--- config.mk ---
export PLATFORM = sky130hd
export DESIGN_NAME = pc_sequencer
export DESIGN_NICKNAME = d
export VERILOG_FILES = /design/src/rtl/pc_seq_pkg.sv /design/src/rtl/pc_ras.sv /design/src/rtl/pc_sequencer.sv
export SDC_FILE = /design/constraint.sdc
export NUM_CORES = 1
export LEC_CHECK = 0
export BUFFER_PORTS_ARGS = -buffer_cell sky130_fd_sc_hd__buf_2
export CORE_MARGIN = 1.5
export CORE_UTILIZATION = 57
export CTS_CLUSTER_SIZE = 14
export DETAILED_ROUTE_END_ITERATION = 6
export PLACE_DENSITY_LB_ADDON = 0.05
export SYNTH_ARGS = -nofsm -noshare
export SYNTH_HDL_FRONTEND = slang
export SYNTH_HIERARCHICAL = 1
export SYNTH_SLANG_ARGS = --single-unit
--- constraint.sdc ---
create_clock -name clk -period 8 [get_ports clk]
set_input_delay 1.6 -clock clk [delete_from_list [all_inputs] [get_ports clk]]
set_output_delay 1.6 -clock clk [all_outputs]
set_load 0.1 [all_outputs]
--- src/rtl/pc_seq_pkg.sv ---
// Shared types for the PC sequencer: condition codes, flag bit positions and FSM states.
// Imported by pc_sequencer and pc_ras.
package pc_seq_pkg;

   typedef enum logic [2:0] {
      COND_NE = 3'b000,
      COND_EQ = 3'b001,
      COND_GT = 3'b010,
      COND_LT = 3'b011,
      COND_GE = 3'b100,
      COND_LE = 3'b101,
      COND_OV = 3'b110,
      COND_AL = 3'b111
   } cond_e;

   localparam int FLAG_Z = 0;
   localparam int FLAG_N = 1;
   localparam int FLAG_V = 2;

   typedef enum logic {
      ST_RUN  = 1'b0,
      ST_HALT = 1'b1
   } state_e;

   function automatic logic cond_true(input logic [2:0] cond, input logic [2:0] flags);
      logic z;
      logic n;
      logic v;
      logic res;
      z = flags[FLAG_Z];
      n = flags[FLAG_N];
      v = flags[FLAG_V];
      case (cond_e'(cond))
         COND_NE: res = ~z;
         COND_EQ: res = z;
         COND_GT: res = ~z & ~n;
         COND_LT: res = n;
         COND_GE: res = z | ~n;
         COND_LE: res = z | n;
         COND_OV: res = v;
         default: res = 1'b1;
      endcase
      return res;
   endfunction

endpackage

--- src/rtl/pc_ras.sv ---
// Circular return-address stack; a push while full silently overwrites the oldest entry.
// Caller guarantees push and pop are never asserted together.
module pc_ras
   import pc_seq_pkg::*;
#(
   parameter int PC_W  = 16,
   parameter int DEPTH = 4
) (
   input  logic            clk,
   input  logic            rst,
   input  logic            push,
   input  logic            pop,
   input  logic [PC_W-1:0] push_data,
   output logic [PC_W-1:0] top,
   output logic            full,
   output logic            empty
);

   localparam int PTR_W = $clog2(DEPTH);
   localparam logic [PTR_W-1:0] PTR_ONE  = PTR_W'(1);
   localparam logic [PTR_W:0]   CNT_ONE  = (PTR_W + 1)'(1);
   localparam logic [PTR_W:0]   CNT_FULL = (PTR_W + 1)'(DEPTH);

   logic [PC_W-1:0]  mem [DEPTH];
   logic [PTR_W-1:0] wr_ptr;
   logic [PTR_W:0]   count;

   assign top   = mem[wr_ptr - PTR_ONE];
   assign full  = (count == CNT_FULL);
   assign empty = (count == '0);

   // Only pointer and count are reset; stale entries are unreachable once count is 0.
   always_ff @(posedge clk) begin
      if (rst) begin
         wr_ptr <= '0;
         count  <= '0;
      end else if (push) begin
         wr_ptr <= wr_ptr + PTR_ONE;
         if (!full) count <= count + CNT_ONE;
      end else if (pop && !empty) begin
         wr_ptr <= wr_ptr - PTR_ONE;
         count  <= count - CNT_ONE;
      end
   end

   always_ff @(posedge clk) begin
      if (!rst && push) mem[wr_ptr] <= push_data;
   end

endmodule

--- src/rtl/pc_sequencer.sv ---
// Program-counter sequencer with conditional/register branches, call/return and halt.
// The return-address stack is built only when PC_SEQ_RAS_EN is defined.
//
// state   | meaning
// ST_RUN  | pc advances each unstalled cycle
// ST_HALT | pc frozen at halt address, left only by rst
module pc_sequencer
   import pc_seq_pkg::*;
#(
   parameter int              PC_W      = 16,
   parameter int              IMM_W     = 9,
   parameter int              RAS_DEPTH = 4,
   parameter logic [PC_W-1:0] RESET_PC  = '0
) (
   input  logic             clk,
   input  logic             rst,
   input  logic             stall,
   input  logic             branch,
   input  logic             branch_reg,
   input  logic             call,
   input  logic             ret,
   input  logic             halt,
   input  logic [2:0]       cond,
   input  logic [2:0]       flags,
   input  logic [IMM_W-1:0] imm,
   input  logic [PC_W-1:0]  reg_target,
   output logic [PC_W-1:0]  pc,
   output logic             taken,
   output logic             halted,
   output logic             ras_full,
   output logic             ras_empty,
   output logic             ras_err
);

`ifdef PC_SEQ_RAS_EN
   localparam bit RAS_ON = 1'b1;
`else
   localparam bit RAS_ON = 1'b0;
`endif

   state_e          state_q;
   state_e          state_d;
   logic [PC_W-1:0] pc_q;
   logic [PC_W-1:0] pc_d;
   logic [PC_W-1:0] seq;
   logic [PC_W-1:0] rel;
   logic [PC_W-1:0] imm_ext;
   logic [PC_W-1:0] target;
   logic [PC_W-1:0] ras_top;
   logic            ras_full_w;
   logic            ras_empty_w;
   logic            push;
   logic            pop;
   logic            err_d;
   logic            ras_err_q;

   assign imm_ext = {{(PC_W - IMM_W){imm[IMM_W-1]}}, imm};
   assign seq     = pc_q + PC_W'(2);
   assign rel     = seq + (imm_ext << 1);
   assign target  = branch_reg ? reg_target : rel;

`ifdef PC_SEQ_RAS_EN
   pc_ras #(
      .PC_W  (PC_W),
      .DEPTH (RAS_DEPTH)
   ) u_ras (
      .clk       (clk),
      .rst       (rst),
      .push      (push),
      .pop       (pop),
      .push_data (seq),
      .top       (ras_top),
      .full      (ras_full_w),
      .empty     (ras_empty_w)
   );
`else
   logic unused_ras;
   assign ras_top     = '0;
   assign ras_full_w  = 1'b0;
   assign ras_empty_w = 1'b1;
   assign unused_ras  = ^{push, pop, RAS_DEPTH[0]};
`endif

   always_ff @(posedge clk) begin
      if (rst) begin
         state_q   <= ST_RUN;
         pc_q      <= RESET_PC;
         ras_err_q <= 1'b0;
      end else begin
         state_q   <= state_d;
         pc_q      <= pc_d;
         ras_err_q <= err_d;
      end
   end

   // Priority: halt > ret > call > taken branch > sequential.
   always_comb begin
      state_d = state_q;
      pc_d    = pc_q;
      taken   = 1'b0;
      push    = 1'b0;
      pop     = 1'b0;
      err_d   = 1'b0;
      if (!stall && state_q == ST_RUN) begin
         if (halt) begin
            state_d = ST_HALT;
         end else if (ret) begin
            if (!ras_empty_w) begin
               pop   = 1'b1;
               pc_d  = ras_top;
               taken = 1'b1;
            end else begin
               pc_d  = seq;
               err_d = RAS_ON;
            end
         end else if (call) begin
            pc_d  = target;
            taken = 1'b1;
            push  = RAS_ON;
            err_d = ras_full_w;
         end else if ((branch || branch_reg) && cond_true(cond, flags)) begin
            pc_d  = target;
            taken = 1'b1;
         end else begin
            pc_d = seq;
         end
      end
   end

   assign pc        = pc_q;
   assign halted    = (state_q == ST_HALT);
   assign ras_full  = ras_full_w;
   assign ras_empty = ras_empty_w;
   assign ras_err   = ras_err_q & ~stall;

endmodule
# Word level (Yosys, flattened, before mapping)
# Cells that the tools add are included.
# classes
n_eq_ne	6
muxes	14
div	0
n_lt_le_gt_ge	0
bitwise	7
add_sub_neg	2
reduce_logical	7
shifts	0
n_mul	0
# op_table
op	count
$mux W16	4
$add A16 B16 Y16	1
$add A16 B2 Y16 const B	1
$eq A3 B3 Y1 const B	3
$mux W1	9
$pmux W1 S7	1
$eq A3 B2 Y1 const B	2
$not A1 Y1	4
$reduce_and A2 Y1	2
$eq A3 B1 Y1 const B	1
$logic_not A3 Y1	1
$logic_and A1 B1 Y1	2
$or A1 B1 Y1	2
$and A1 B1 Y1	1
$logic_not A1 Y1	1
$logic_or A1 B1 Y1	1
# word_totals
wordCells	38
mem_bits_ro	0
output_inout_bits	21
regBits	17
ram_bits	0
input_bits	39
memories	0
latchBits	0

# Longest topological paths before layout
# logic_depth
depth_word	13
mapped_depth	12
ltp_nobuf	12

# Worst setup path before layout
# OpenSTA, ideal clock, no wires.
# synth_timing
path_type	input -> output
from	input branch_reg
to	output taken
stages	6
path_slack_ns	3.700
n_path_buf	2
required_ns	6.400
t_arrival_ns	2.700
path_cell_list	buf_6 -> o21bai_2 -> a2111oi_2 -> a221o_2 -> and2_4 -> buf_6
# synth_between
elab_chain_cells	7
# synth_rtl
item	line	text
from (decl)	pc_sequencer.sv:19	input logic branch_reg,
$logic_or A1 B1 Y1	pc_sequencer.sv:121	end else if ((branch || branch_reg) && cond_true(cond, flags)) begin
$logic_and A1 B1 Y1	pc_sequencer.sv:121	
$mux W1	pc_sequencer.sv:121	
$mux W1	pc_sequencer.sv:116	end else if (call) begin
$mux W1	pc_sequencer.sv:107	end else if (ret) begin
$mux W1	pc_sequencer.sv:105	if (halt) begin
$mux W1	pc_sequencer.sv:104	if (!stall && state_q == ST_RUN) begin
to (decl)	pc_sequencer.sv:28	output logic taken,
# Every way passes these cells.

# Final worst setup path
# Ends and elaborated chain as after synthesis.

==> results.yml <==
setup_path:
  reg2reg_to: "pc[11]$_SDFFE_PP0P_"
  r2r_slack_ps: 4490
  cp-start-kind: "input pin"
  crit_arrival_ps: 3840
  critPathCaptureType: "output pin"
  timing.rr.start: "pc[3]$_SDFFE_PP0P_"
  worstSetupPathType: "in2out"
  slowest_delay_ps: 510
  crit_required_ps: 6400
  crit_top_cell: "buf_2"
  worstPathMaxFanout: 30
  crit_slowest_cell: "a221o_2"
  startpoint: "branch_reg"
  endpoint: "taken"
  r2r_cells: 12
  crit_path_cell_trace: "buf_2 -> o21bai_2 -> a2111oi_0 -> a221o_2 -> and2_4 -> buf_2"
detailed_routing:
  drt-initial-drc-count: 149
  post_drt_wl_per_cell_um: 13.8
  ant_nets: 0
  post-route-drc-count: 0
  dr_total_vias: 2045
  drt-total-wl_um: 4930
  drt-vias-per-instance: 5.73
  dr.pass1.iters: 4
sta:
  finalHoldViolCount: 0
  fin_crit_ps: 5440
  slew_violations: 0
  tightest_slew_ps: 590
  fin_worst_skew_ps: 3.87
  hold_ws_ps: 464
  setup_viol: 0
  rsz0062_at_grt: "false"
  fmax_mhz: 184
  maxSlewHeadroom_pct: 60.7
  fin_tns_setup_ps: 0
  fin_crit_sh_pct: 68.0
clock_network:
  clock_latency_ps: 300
  post_cts_resized: 0
  cts_buffer_depth: 2
  htreeDepth: 1
  cts_hold_buf: 0
  cts_tree: "built"
  cts-root-buf: "clkbuf_4"
  cts-buffers-inserted: 3
  cts_num_sinks: 17
  clk_pin_slew_ps: 100
  post_cts_buffers: 0
yosys:
  synth_edf_count: 0
  ys_seq_area_share_pct: 16.7
  netlist_area_sq_mm: 0.00204
  syn_avg_cell_area_sq_um: 7.73
  synthArstFlopShare_pct: 0
  synth_ff_type: "dfxtp_1"
  synthCells: 264
  synth_cell_types: 55
  ys_ff_latch: 17
  yosys_warnings: 6
place:
  hpwl_um: 3850
  dpl_cell_area_sq_mm: 0.00229
  portBuffers: 56
  placed_cells: 353
  gp_congestion: 0.860
power:
  peakVddDrop_mv: 0.0663
  p_leak_nw: 1.06
  p_per_area_mw_per_mm2: 127
floorplan:
  rows: 21
  dieArea_sq_mm: 0.00395
  start_util_pct: 60.2
  dieWidth_um: 62.9
  core-area_sq_mm: 0.00339
  die_h_um: 62.9
  ios: 60
final_layout:
  multi_input_area_sq_mm: 0.00155
  final_cells: 357
  regArea_sq_um: 340
  nFillCells: 326
  drive_above_1_share_pct: 22.5
  n_antenna_cell: 0
  nets: 371
  final_util_pct: 68.4
  design_area_sq_mm: 0.00232
  area_delta_synth_final_pct: 13.5
global_route:
  grtUsageTotal_pct: 25.5
  grt_start_max_net_pins: 31
  first_global_vias: 1836
  grt_pass1_wl_um: 8190
  antenna_found_initial: 0
  grt_overflow: 0
min_path:
  hp-class: "reg2reg"
job:
  cap_violations: 0
outcome:
  outcome: "finished clean"
## worst min-delay path by stage
stage | startpoint | to | slack (ps) | depth (start not counted)
floorplan | pc[0]$_SDFFE_PP0P_ | pc[0]$_SDFFE_PP0P_ | 880 | 2
global placement | pc[0]$_SDFFE_PP0P_ | pc[0]$_SDFFE_PP0P_ | 440 | 2
detailed placement | pc[0]$_SDFFE_PP0P_ | pc[0]$_SDFFE_PP0P_ | 450 | 2
CTS | pc[0]$_SDFFE_PP0P_ | pc[0]$_SDFFE_PP0P_ | 470 | 2
global route | pc[0]$_SDFFE_PP0P_ | pc[0]$_SDFFE_PP0P_ | 490 | 2
finish | pc[0]$_SDFFE_PP0P_ | pc[0]$_SDFFE_PP0P_ | 460 | 2
## cells in the final DEF, fill, tap and decap left out, types with 9 or more instances in the layout
cell type,count
a211oi_1,9
a21oi_1,17
buf_2,56
dfxtp_1,17
ha_1,19
inv_1,14
nand2_1,20
nor2_1,21
o21ai_0,17
xnor2_1,19
## stage by stage
step                setup WS (ps)  power, mW
floorplan                    3700      0.219
global placement             2610      0.245
detailed placement           2570      0.247
CTS                          2570      0.295
global route                 2400      0.313
finish                       2560      0.294
## per-layer routing
| layer | share of wire (%) | GRT usage [%] | vias to the layer above |
|---|---|---|---|
| met1 | 45 | 31.8 | 920 |
| met5 | 0 | 0 | - |
| met4 | 0.97 | 5.83 | 0 |
| met3 | 4.4 | 3.96 | 6 |
| met2 | 50 | 46.1 | 56 |
| li1 | - | - | 1063 |
## synth_stat cells, types with 5 or more instances
| cell | count | area (sq um) |
|---|---|---|
| a211oi_1 | 9 | 67.6 |
| a21o_1 | 5 | 37.5 |
| a21oi_1 | 17 | 85.1 |
| and3_1 | 7 | 43.8 |
| clkbuf_1 | 6 | 22.5 |
| dfxtp_1 | 17 | 340 |
| ha_1 | 19 | 238 |
| inv_1 | 14 | 52.6 |
| nand2_1 | 20 | 75.1 |
| nand3_1 | 7 | 35.0 |
| nor2_1 | 21 | 78.8 |
| nor3_1 | 6 | 30.0 |
| o211ai_1 | 7 | 52.6 |
| o21ai_0 | 17 | 85.1 |
| xnor2_1 | 19 | 166 |
## worst max-delay path: cells and delay by family
kind                   cells  cell delay [ps]
AND/OR/NAND/NOR            1              300
buffers and inverters      2              890
AO/OA/AOI/OAI              3             1040
## sequential cells by signal, summed over array words and instances (netlist names)
| register | cells |
|---|---|
| pc | 16 |
| halted | 1 |
## kinds of logic (layout without fill, tap and decap cells)
group,after synthesis,in the layout,synth area share [%]
simple gates,88,88,22.6
xor+xnor,23,23,9.87
buf+inv,29,75,7.48
compound gates,81,81,28.4
fa+ha+maj,20,20,12.6
flops,17,17,16.7
other cells,2,3,0.368
mux,4,4,1.96
## power by group
group | switching (mW) | leakage, nW | internal [mW]
clock | 0.0285 | 0.0150 | 0.0194
combinational | 0.101 | 0.903 | 0.0478
sequential | 0.00720 | 0.139 | 0.0896
## layout make-up
| class | count | share of cell area, % |
|---|---|---|
| Clock buffer | 4 | 1.13 |
| Tap cell | 46 | 2.48 |
| Timing Repair Buffer | 57 | 12.4 |
| Sequential cell | 17 | 14.7 |
| Inverter | 14 | 2.27 |
| Multi-Input combinational cell | 219 | 67.0 |
Note: power is estimated with default switching activity, not from simulation.
